[src/rtl/regfile_mp_if.sv]
// -----------------------------------------------------------------------------
// regfile_mp_if
// Bundles the read, write and scoreboard signals of the multi-port register
// file into one interface.
//   master : issue/datapath side. Drives read addresses, both write ports and
//            the claim port. Receives read data, per-port busy and the full
//            busy vector.
//   slave  : the register file itself.
// Read ports are packed: port i occupies [i*ADDR_LEN +: ADDR_LEN] of rd_addr
// and [i*DTYPE +: DTYPE] of rd_data.
// -----------------------------------------------------------------------------
interface regfile_mp_if #(
  parameter int DTYPE = 16,
  parameter int NREGS = 8,
  parameter int NREAD = 2
);
  localparam int ADDR_LEN = $clog2(NREGS);

  logic [NREAD*ADDR_LEN-1:0] rd_addr;
  logic [NREAD*DTYPE-1:0]    rd_data;
  logic [NREAD-1:0]          rd_busy;

  logic                      wa_en;
  logic [ADDR_LEN-1:0]       wa_addr;
  logic [DTYPE-1:0]          wa_data;

  logic                      wb_en;
  logic [ADDR_LEN-1:0]       wb_addr;
  logic [DTYPE-1:0]          wb_data;

  logic                      claim_en;
  logic [ADDR_LEN-1:0]       claim_addr;

  logic [NREGS-1:0]          busy;

  modport master (
    output rd_addr, wa_en, wa_addr, wa_data, wb_en, wb_addr, wb_data,
           claim_en, claim_addr,
    input  rd_data, rd_busy, busy
  );

  modport slave (
    input  rd_addr, wa_en, wa_addr, wa_data, wb_en, wb_addr, wb_data,
           claim_en, claim_addr,
    output rd_data, rd_busy, busy
  );
endinterface

[src/rtl/regfile_mp.sv]
// -----------------------------------------------------------------------------
// regfile_mp
// Multi-port register file with two prioritised write ports (B beats A on an
// address collision), NREAD combinational read ports, optional same-cycle
// write-to-read forwarding and a per-register busy scoreboard for RAW hazard
// detection. Register 0 reads as zero, is never busy, and ignores writes and
// claims.
// Ports:
//   clock  : rising-edge clock
//   reset  : asynchronous active-low reset; clears storage and scoreboard
//   clk_en : global enable; low freezes storage and scoreboard, no forwarding
//   rf     : regfile_mp_if.slave bundle (reads, write ports A/B, claim, busy)
// -----------------------------------------------------------------------------
module regfile_mp #(
  parameter int DTYPE  = 16,
  parameter int NREGS  = 8,
  parameter int NREAD  = 2,
  parameter int BYPASS = 1
) (
  input  logic         clock,
  input  logic         reset,
  input  logic         clk_en,
  regfile_mp_if.slave  rf
);
  localparam int ADDR_LEN = $clog2(NREGS);
  localparam logic [ADDR_LEN:0] NREGS_W = NREGS[ADDR_LEN:0];

  // An address is usable when it is nonzero and names an existing register;
  // the range test only matters when NREGS is not a power of two.
  function automatic logic addr_ok(input logic [ADDR_LEN-1:0] a);
    return (a != '0) && ({1'b0, a} < NREGS_W);
  endfunction

  logic [DTYPE-1:0] regs_q [NREGS];
  logic [DTYPE-1:0] regs_d [NREGS];
  logic [NREGS-1:0] busy_q;
  logic [NREGS-1:0] busy_d;

  logic wa_ok, wb_ok, claim_ok, fwd;

  assign wa_ok    = clk_en && rf.wa_en    && addr_ok(rf.wa_addr);
  assign wb_ok    = clk_en && rf.wb_en    && addr_ok(rf.wb_addr);
  assign claim_ok = clk_en && rf.claim_en && addr_ok(rf.claim_addr);
  assign fwd      = (BYPASS != 0) && clk_en;

  // Next-state for storage and scoreboard.
  always_comb begin
    // NOTE: every combinational output gets a default first so no path
    // leaves it unassigned, which would otherwise infer a latch.
    regs_d = regs_q;
    busy_d = busy_q;
    // Port B is applied after port A so it wins on a shared address.
    if (wa_ok) regs_d[rf.wa_addr] = rf.wa_data;
    if (wb_ok) regs_d[rf.wb_addr] = rf.wb_data;
    // A write retires its producer; a claim in the same cycle is a newer
    // producer, so it is applied last and keeps the register busy.
    if (wa_ok)    busy_d[rf.wa_addr]    = 1'b0;
    if (wb_ok)    busy_d[rf.wb_addr]    = 1'b0;
    if (claim_ok) busy_d[rf.claim_addr] = 1'b1;
    regs_d[0] = '0;
    busy_d[0] = 1'b0;
  end

  // NOTE: the storage array is reset here because reset must clear every
  // register immediately; that makes it a flop array rather than a RAM macro.
  always_ff @(posedge clock or negedge reset) begin
    if (!reset) begin
      for (int r = 0; r < NREGS; r++) regs_q[r] <= '0;
      busy_q <= '0;
    end else begin
      // NOTE: non-blocking assignments so every flop samples the values from
      // before this edge regardless of statement order.
      regs_q <= regs_d;
      busy_q <= busy_d;
    end
  end

  assign rf.busy = busy_q;

  for (genvar i = 0; i < NREAD; i++) begin : g_rd
    logic [ADDR_LEN-1:0] a;
    logic [DTYPE-1:0]    data;
    logic                bsy;

    assign a = rf.rd_addr[i*ADDR_LEN +: ADDR_LEN];

    always_comb begin
      data = '0;
      bsy  = 1'b0;
      // Outputs are forced to zero while reset is held, even if a write is
      // presented and forwarding would otherwise expose it.
      if (reset && addr_ok(a)) begin
        data = regs_q[a];
        bsy  = busy_q[a];
        // Forwarded data is the value being produced, so it is not busy.
        if (fwd && wa_ok && (rf.wa_addr == a)) begin
          data = rf.wa_data;
          bsy  = 1'b0;
        end
        if (fwd && wb_ok && (rf.wb_addr == a)) begin
          data = rf.wb_data;
          bsy  = 1'b0;
        end
      end
    end

    assign rf.rd_data[i*DTYPE +: DTYPE] = data;
    assign rf.rd_busy[i]                = bsy;
  end
endmodule

[src/flat_wrapper.sv]
// flat-port wrapper written by rule: the top's interface ports become plain ports
module regfile_mp_flat 
#(
  parameter int DTYPE  = 16,
  parameter int NREGS  = 8,
  parameter int NREAD  = 2,
  parameter int BYPASS = 1
)
  (clock, reset, clk_en, rf_rd_addr, rf_wa_en, rf_wa_addr, rf_wa_data, rf_wb_en, rf_wb_addr, rf_wb_data, rf_claim_en, rf_claim_addr, rf_rd_data, rf_rd_busy, rf_busy);
  regfile_mp_if #(.DTYPE(DTYPE), .NREGS(NREGS), .NREAD(NREAD)) rf_i ();
  input  logic clock;
  input  logic reset;
  input  logic clk_en;
  input wire logic [$bits(rf_i.rd_addr)-1:0] rf_rd_addr;
  input wire logic [$bits(rf_i.wa_en)-1:0] rf_wa_en;
  input wire logic [$bits(rf_i.wa_addr)-1:0] rf_wa_addr;
  input wire logic [$bits(rf_i.wa_data)-1:0] rf_wa_data;
  input wire logic [$bits(rf_i.wb_en)-1:0] rf_wb_en;
  input wire logic [$bits(rf_i.wb_addr)-1:0] rf_wb_addr;
  input wire logic [$bits(rf_i.wb_data)-1:0] rf_wb_data;
  input wire logic [$bits(rf_i.claim_en)-1:0] rf_claim_en;
  input wire logic [$bits(rf_i.claim_addr)-1:0] rf_claim_addr;
  output wire logic [$bits(rf_i.rd_data)-1:0] rf_rd_data;
  output wire logic [$bits(rf_i.rd_busy)-1:0] rf_rd_busy;
  output wire logic [$bits(rf_i.busy)-1:0] rf_busy;
  assign rf_i.rd_addr = rf_rd_addr;
  assign rf_i.wa_en = rf_wa_en;
  assign rf_i.wa_addr = rf_wa_addr;
  assign rf_i.wa_data = rf_wa_data;
  assign rf_i.wb_en = rf_wb_en;
  assign rf_i.wb_addr = rf_wb_addr;
  assign rf_i.wb_data = rf_wb_data;
  assign rf_i.claim_en = rf_claim_en;
  assign rf_i.claim_addr = rf_claim_addr;
  assign rf_rd_data = rf_i.rd_data;
  assign rf_rd_busy = rf_i.rd_busy;
  assign rf_busy = rf_i.busy;
  regfile_mp #(.DTYPE(DTYPE), .NREGS(NREGS), .NREAD(NREAD), .BYPASS(BYPASS)) u_core (.clock(clock), .reset(reset), .clk_en(clk_en), .rf(rf_i));
endmodule
[config.mk]
export PLATFORM = sky130hd
export DESIGN_NAME = regfile_mp_flat
export DESIGN_NICKNAME = d
export VERILOG_FILES = /design/src/rtl/regfile_mp_if.sv /design/src/rtl/regfile_mp.sv /design/src/flat_wrapper.sv
export SDC_FILE = /design/constraint.sdc
export NUM_CORES = 1
export LEC_CHECK = 0
export CORE_MARGIN = 2
export CORE_UTILIZATION = 58
export CTS_CLUSTER_SIZE = 25
export DETAILED_ROUTE_END_ITERATION = 16
export PLACE_DENSITY_LB_ADDON = 0.25
export SYNTH_ARGS = -nofsm -noshare
export SYNTH_HDL_FRONTEND = slang
export SYNTH_SLANG_ARGS = --single-unit
export TNS_END_PERCENT = 5
[constraint.sdc]
create_clock -name clock -period 3.45 [get_ports clock]
set_input_delay 0.69 -clock clock [delete_from_list [all_inputs] [get_ports clock]]
set_output_delay 0.69 -clock clock [all_outputs]
set_load 0.01 [all_outputs]
=== Word level (Yosys, flattened, before mapping) ===
Index checks and enable logic that the tools add are counted.
W data, S select, Z words.

* Bits of input ports: 53
* Register bits: 119
* Logic and storage cells: 98
* Output and inout port bits: 42

* Equality and inequality tests: 4
* Bitwise logic cells: 9
* Reductions and logical operators: 24
* Order comparisons: 14
* Multiplexer cells: 39

{| class="wikitable"
|+ Operators with widths
! kind !! count
|-
| $bwmux W128 || 2
|-
| $mux W16 || 12
|-
| $mux W128 || 1
|-
| $mux W112 || 1
|-
| $bmux W16 S3 || 2
|-
| $demux W16 S3 || 2
|-
| $mux W8 || 3
|-
| $lt A3 B4 Y1 const B || 5
|-
| $logic_and A1 B1 Y1 || 19
|-
| $and A8 B8 Y8 || 2
|-
| $ge A4 B4 Y1 const B || 4
|-
| $not A3 Y4 || 4
|-
| $not A8 Y8 || 2
|-
| $reduce_bool A3 Y1 || 5
|-
| $eq A3 B3 Y1 || 4
|-
| $mux W1 || 11
|-
| $demux W1 S3 || 3
|-
| $ge A3 B1 Y1 const B || 3
|-
| $lt A4 B1 Y1 const B || 2
|-
| $or A8 B8 Y8 || 1
|-
| $bmux W1 S3 || 2
|}

=== Logic depth before layout (Yosys ltp) ===
* Depth in word-level cells: 11
* Mapped depth: 8
* Gate-level depth less buffers: 5

=== Worst setup path before layout ===
OpenSTA, ideal clock, no wires.

* Kind: input-to-output
* Start point: in rf_wa_addr[1]
* End point: out rf_rd_data[21]
* Stages on the path: 7
* Buffers on the path: 3
* Setup slack: 435 ps
* Required time: 2760 ps
* Data arrival time: 2325 ps
* Cell sequence: buf_2 -> o311ai_4 -> or4_1 -> clkbuf_1 -> buf_6 -> mux2i_1 -> a211oi_1

* Cells in the longest elaborated chain, start to end: 7
* Elaborated cells between the ends (all ways): 8
* Those cells by class: 1 x eq/ne; 3 x mux; 4 x reduce/logical

{| class="wikitable"
|+ Ends and longest elaborated chain
! element !! RTL line !! source
|-
| from (decl) || flat_wrapper.sv:16 || <nowiki>input wire logic [$bits(rf_i.wa_addr)-1:0] rf_wa_addr;</nowiki>
|-
| $reduce_bool A3 Y1 || regfile_mp.sv:31 || <nowiki>return (a != '0) && ({1'b0, a} < NREGS_W);</nowiki>
|-
| $logic_and A1 B1 Y1 || regfile_mp.sv:41 || <nowiki>assign wa_ok = clk_en && rf.wa_en && addr_ok(rf.wa_addr);</nowiki>
|-
| $logic_and A1 B1 Y1 || regfile_mp.sv:96 || <nowiki>if (fwd && wa_ok && (rf.wa_addr == a)) begin</nowiki>
|-
| $logic_and A1 B1 Y1 * || regfile_mp.sv:96 ||
|-
| $mux W16 * || regfile_mp.sv:96 ||
|-
| $mux W16 * || regfile_mp.sv:100 || <nowiki>if (fwd && wb_ok && (rf.wb_addr == a)) begin</nowiki>
|-
| $mux W16 * || regfile_mp.sv:92 || <nowiki>if (reset && addr_ok(a)) begin</nowiki>
|-
| to (decl) || flat_wrapper.sv:23 || <nowiki>output wire logic [$bits(rf_i.rd_data)-1:0] rf_rd_data;</nowiki>
|}

Mark *: on every way between the ends. The rest lies on a longest branch, timed or not.

=== Worst setup path after layout ===
* Start point: in rf_rd_addr[4]
* End point: out rf_rd_data[31]

* Cells in the longest elaborated chain, start to end: 7
* Elaborated cells between the ends (all ways): 13
* Those cells by class: 2 x eq/ne; 6 x mux; 1 x bitwise; 4 x reduce/logical

{| class="wikitable"
|+ Ends and longest elaborated chain
! element !! RTL line !! source
|-
| from (decl) || flat_wrapper.sv:14 || <nowiki>input wire logic [$bits(rf_i.rd_addr)-1:0] rf_rd_addr;</nowiki>
|-
| $not A3 Y4 (not written as such) || regfile_mp.sv:93 || <nowiki>data = regs_q[a];</nowiki>
|-
| $bmux W16 S3 || regfile_mp.sv:93 ||
|-
| $mux W16 (not written as such) (2 in a row) || regfile_mp.sv:93 ||
|-
| $mux W16 || regfile_mp.sv:96 ||
|-
| $mux W16 || regfile_mp.sv:100 ||
|-
| $mux W16 * || regfile_mp.sv:92 ||
|}

Mark *: on every way between the ends. The rest lies on a longest branch, timed or not. The select of a mux whose other input is x is not followed.

==> results_dict.tcl <==
set metrics [dict create \
    finalPower_mw 5.64 \
    clk-insertion-delay-late_ps 420 \
    hold_viol 0 \
    violations "negative setup slack" \
    drv_slew 0 \
    synth_top_area_share_pct 35.0 \
    syn-num-nets 998 \
    rsz0062_at_grt "true" \
    cts_buffer_depth 2 \
    timing.critical_path.buf_inv 5 \
    synthArstFlopShare_pct 100 \
    drc 0 \
    start_kind "primary input" \
    vdd_drop_max_v 0.000408 \
    yosys.cell_count.top_type "mux2i_1" \
    grt_pass1_wl_mm 46.7 \
    p_per_area_mw_per_mm2 497 \
    grtUsageTotal_pct 38.6 \
    cp-end-kind "primary output" \
    syn-cell-area_mm2 0.00851 \
    grt_max_degree 55 \
    status "finished, violations left" \
    area_growth_pct 33.4 \
    synth-adder-area-share_pct 0 \
    min_path_type "in2async" \
    cts_tree "done" \
    cts-root-buf "clkbuf_16" \
    synth.yosys.seq_area_share_pct 35.0 \
    finalNetCount 1120 \
    static-leakage-power_nw 4.74 \
    yosysWarnings 0 \
    syn_area_per_cell_um2 9.01 \
    antenna_cells 0 \
    critPathMaxStageDelay_ps 480 \
    synth_area_leaders "dfrtp_1 35%, mux2i_1 22%, o21ai_0 5.7%, nand2_1 5.0%, a221oi_1 4.8%" \
    tightest_slew_ps 880 \
    yosys.area.top_type "dfrtp_1" \
    avgViaCountPerCell 6.88 \
    dp_hpwl_mm 19.0 \
    synthCells 945 \
    cts_num_sinks 119 \
    crit_family "buffers and inverters" \
    crit_type "in2out" \
    yosys_register_bits 119 \
    setup_tns_ps -113 \
    finalClockSkew_ps 0 \
    initial_core_util_pct 59.0 \
    rows 44 \
    synthDistinctLibCells 41 \
    required_ps 2760 \
    num_vias 8693 \
    period_share_pct 101 \
    die_area_mm2 0.0157 \
    drive_gt1_share_pct 26.8 \
    cts_max_level 4 \
    core_area_mm2 0.0144 \
    setup_violations 5 \
    crit_chain "clkdlybuf4s50_1 > buf_6 > buf_12 > buf_6 > nand2_4 > a211oi_1 > a2111oi_2 > a211oi_1 > nor3_1 > dlygate4sd2_1" \
    cp_slowest_cell "clkdlybuf4s50_1" \
    gp_congestion 0.943 \
    synth-simple-area-share_pct 12.2 \
    die_w_um 125 \
    drt_pass1_iterations 9 \
    wl_per_cell_um 25.3 \
    drt-total-wl_mm 31.9 \
    yosys-top-cells-count "184 x mux2i_1, 119 x dfrtp_1, 114 x nand2_1" \
    synthXorXnorAreaFrac_pct 1.23 \
    grt_pass1_vias 8242 \
    maxCapViolCount 0 \
    relSlewSlack_pct 41.4 \
    ios 95 \
    antenna_found_initial 0 \
    synth_top_family_by_area "multiplexers" \
    synth_mux_area_share_pct 26.8 \
    tritoncts.num_buffers 17 \
    layout_min_cycle_time_ps 3490 \
    first_iter_violations 1240 \
    timing.hold.ws_ps 111 \
    synth_compound_area_share_pct 18.6 \
    max_freq_ghz 0.286 \
    synth_edf_count 0 \
    io_buffer_count 93 \
    worstPathArrival_ps 2800 \
    crit_path_max_fanout 8 \
    die_y_um 125 \
    route.antenna.remaining_nets 0 \
    synthFlopType "dfrtp_1" \
    setup_ws_ps -44.7 \
    overflow 0 \
    clkTransAtPathRegs_ps 60 \
]
-- power breakdown --
part	internal (mW)	total, mW	switching [mW]	leakage, nW
Sequential	1.74	2.08	0.335	1.46
Clock	1.31	1.95	0.635	0.310
Combinational	0.798	1.62	0.821	2.97
-- logic make-up (layout without fill, tap and decap cells) --
logic type | Yosys count | count (layout)
AO/OA/AOI/OAI | 237 | 237
AND/OR/NAND/NOR | 236 | 237
multiplexers | 219 | 219
buffers and inverters | 121 | 254
flip-flops | 119 | 119
XOR/XNOR | 12 | 12
other | 1 | 1
-- through the flow --
| step | instances | util [%] | instance area (um^2) | worst slack [ps] |
|---|---|---|---|---|
| 2_1_floorplan | 945 | - | 8510 | 435 |
| 6_report | 1263 | 78.7 | 11400 | -44.7 |
| 3_3_place_gp | 1219 | 71.2 | 10300 | -439 |
| 5_1_grt | 1263 | 78.7 | 11400 | -90.3 |
| 3_5_place_dp | 1219 | 71.2 | 10300 | -490 |
| 4_1_cts | 1255 | 76.3 | 11000 | -72.7 |
-- placed cells by master, fill, tap and decap left out, types with 3 or more instances in the layout --
cell type        netlist  routed
o21ai_0               97      97
nor2b_1               12       9
mux2_2                31      30
nand2b_1               3       3
clkdlybuf4s50_1        0      47
xor2_1                 6       6
a211oi_1              37      22
clkbuf_2               0      10
nand2_1              114     113
bufinv_16              0       5
a211oi_2               0      13
buf_6                  1       5
nor2b_2                0       3
xnor2_1                6       4
a221oi_2               0      18
nand3_1                5       4
clkbuf_1              72       3
nor2_1                59      54
or2_2                  4       3
nor2_2                 1       5
buf_2                 31       5
clkinv_2               0       3
nor3_2                 0       9
dfrtp_1              119     119
a2111oi_2              0       3
a221oi_1              47      27
a22o_1                10      10
buf_4                  6     108
nor3_1                26      17
a21oi_1               30      29
buf_12                 0      17
dlygate4sd2_1          0      26
mux2i_1              184     184
clkbuf_16              0      17
mux4_2                 4       4
-- registers in the layout, indices dropped and copies added, names as in the netlist --
signal,count
u_core.rf.busy,7
u_core.regs_q,112
-- cell type report --
cell class / instances / area [um^2]
Multi-Input combinational cell: 706 / 5470
Fill cell: 927 / 3070
Sequential cell: 119 / 2980
Timing Repair Buffer: 222 / 2030
Clock buffer: 22 / 464
Tap cell: 184 / 230
Clock inverter: 9 / 173
Inverter: 1 / 3.75
-- worst paths after layout --
path                                              from                            to  slack, ps  cells past startpoint
setup / recovery                         rf_rd_addr[4]                rf_rd_data[31]        -40                     10
hold / removal                                   reset  u_core.regs_q[110]$_DFF_PN0_        110                      1
setup reg to reg           u_core.regs_q[35]$_DFF_PN0_   u_core.regs_q[35]$_DFF_PN0_       2490                      2
hold reg to reg            u_core.rf.busy[3]$_DFF_PN0_   u_core.rf.busy[3]$_DFF_PN0_        560                      1
max in group asynchronous                        reset   u_core.regs_q[93]$_DFF_PN0_       1820                      3
min in group clock         u_core.rf.busy[3]$_DFF_PN0_   u_core.rf.busy[3]$_DFF_PN0_        560                      1
-- layer usage --
layer / track usage, % / share of wire (%) / vias to the layer above
li1: - / - / 3678
met1: 50.1 / 37 / 4096
met2: 60.5 / 46 / 724
met3: 8.30 / 11 / 195
met4: 21.0 / 6.1 / 0
met5: 0 / 0 / -
-- timing repair --
action,CTS,global route
gates resized for setup,76,78
setup endpoints to repair,34,24
setup buffers,5,7
gates cloned,0,1
pin swaps,8,11
hold buffers,0,0
Note: power is estimated with default switching activity, not from simulation.
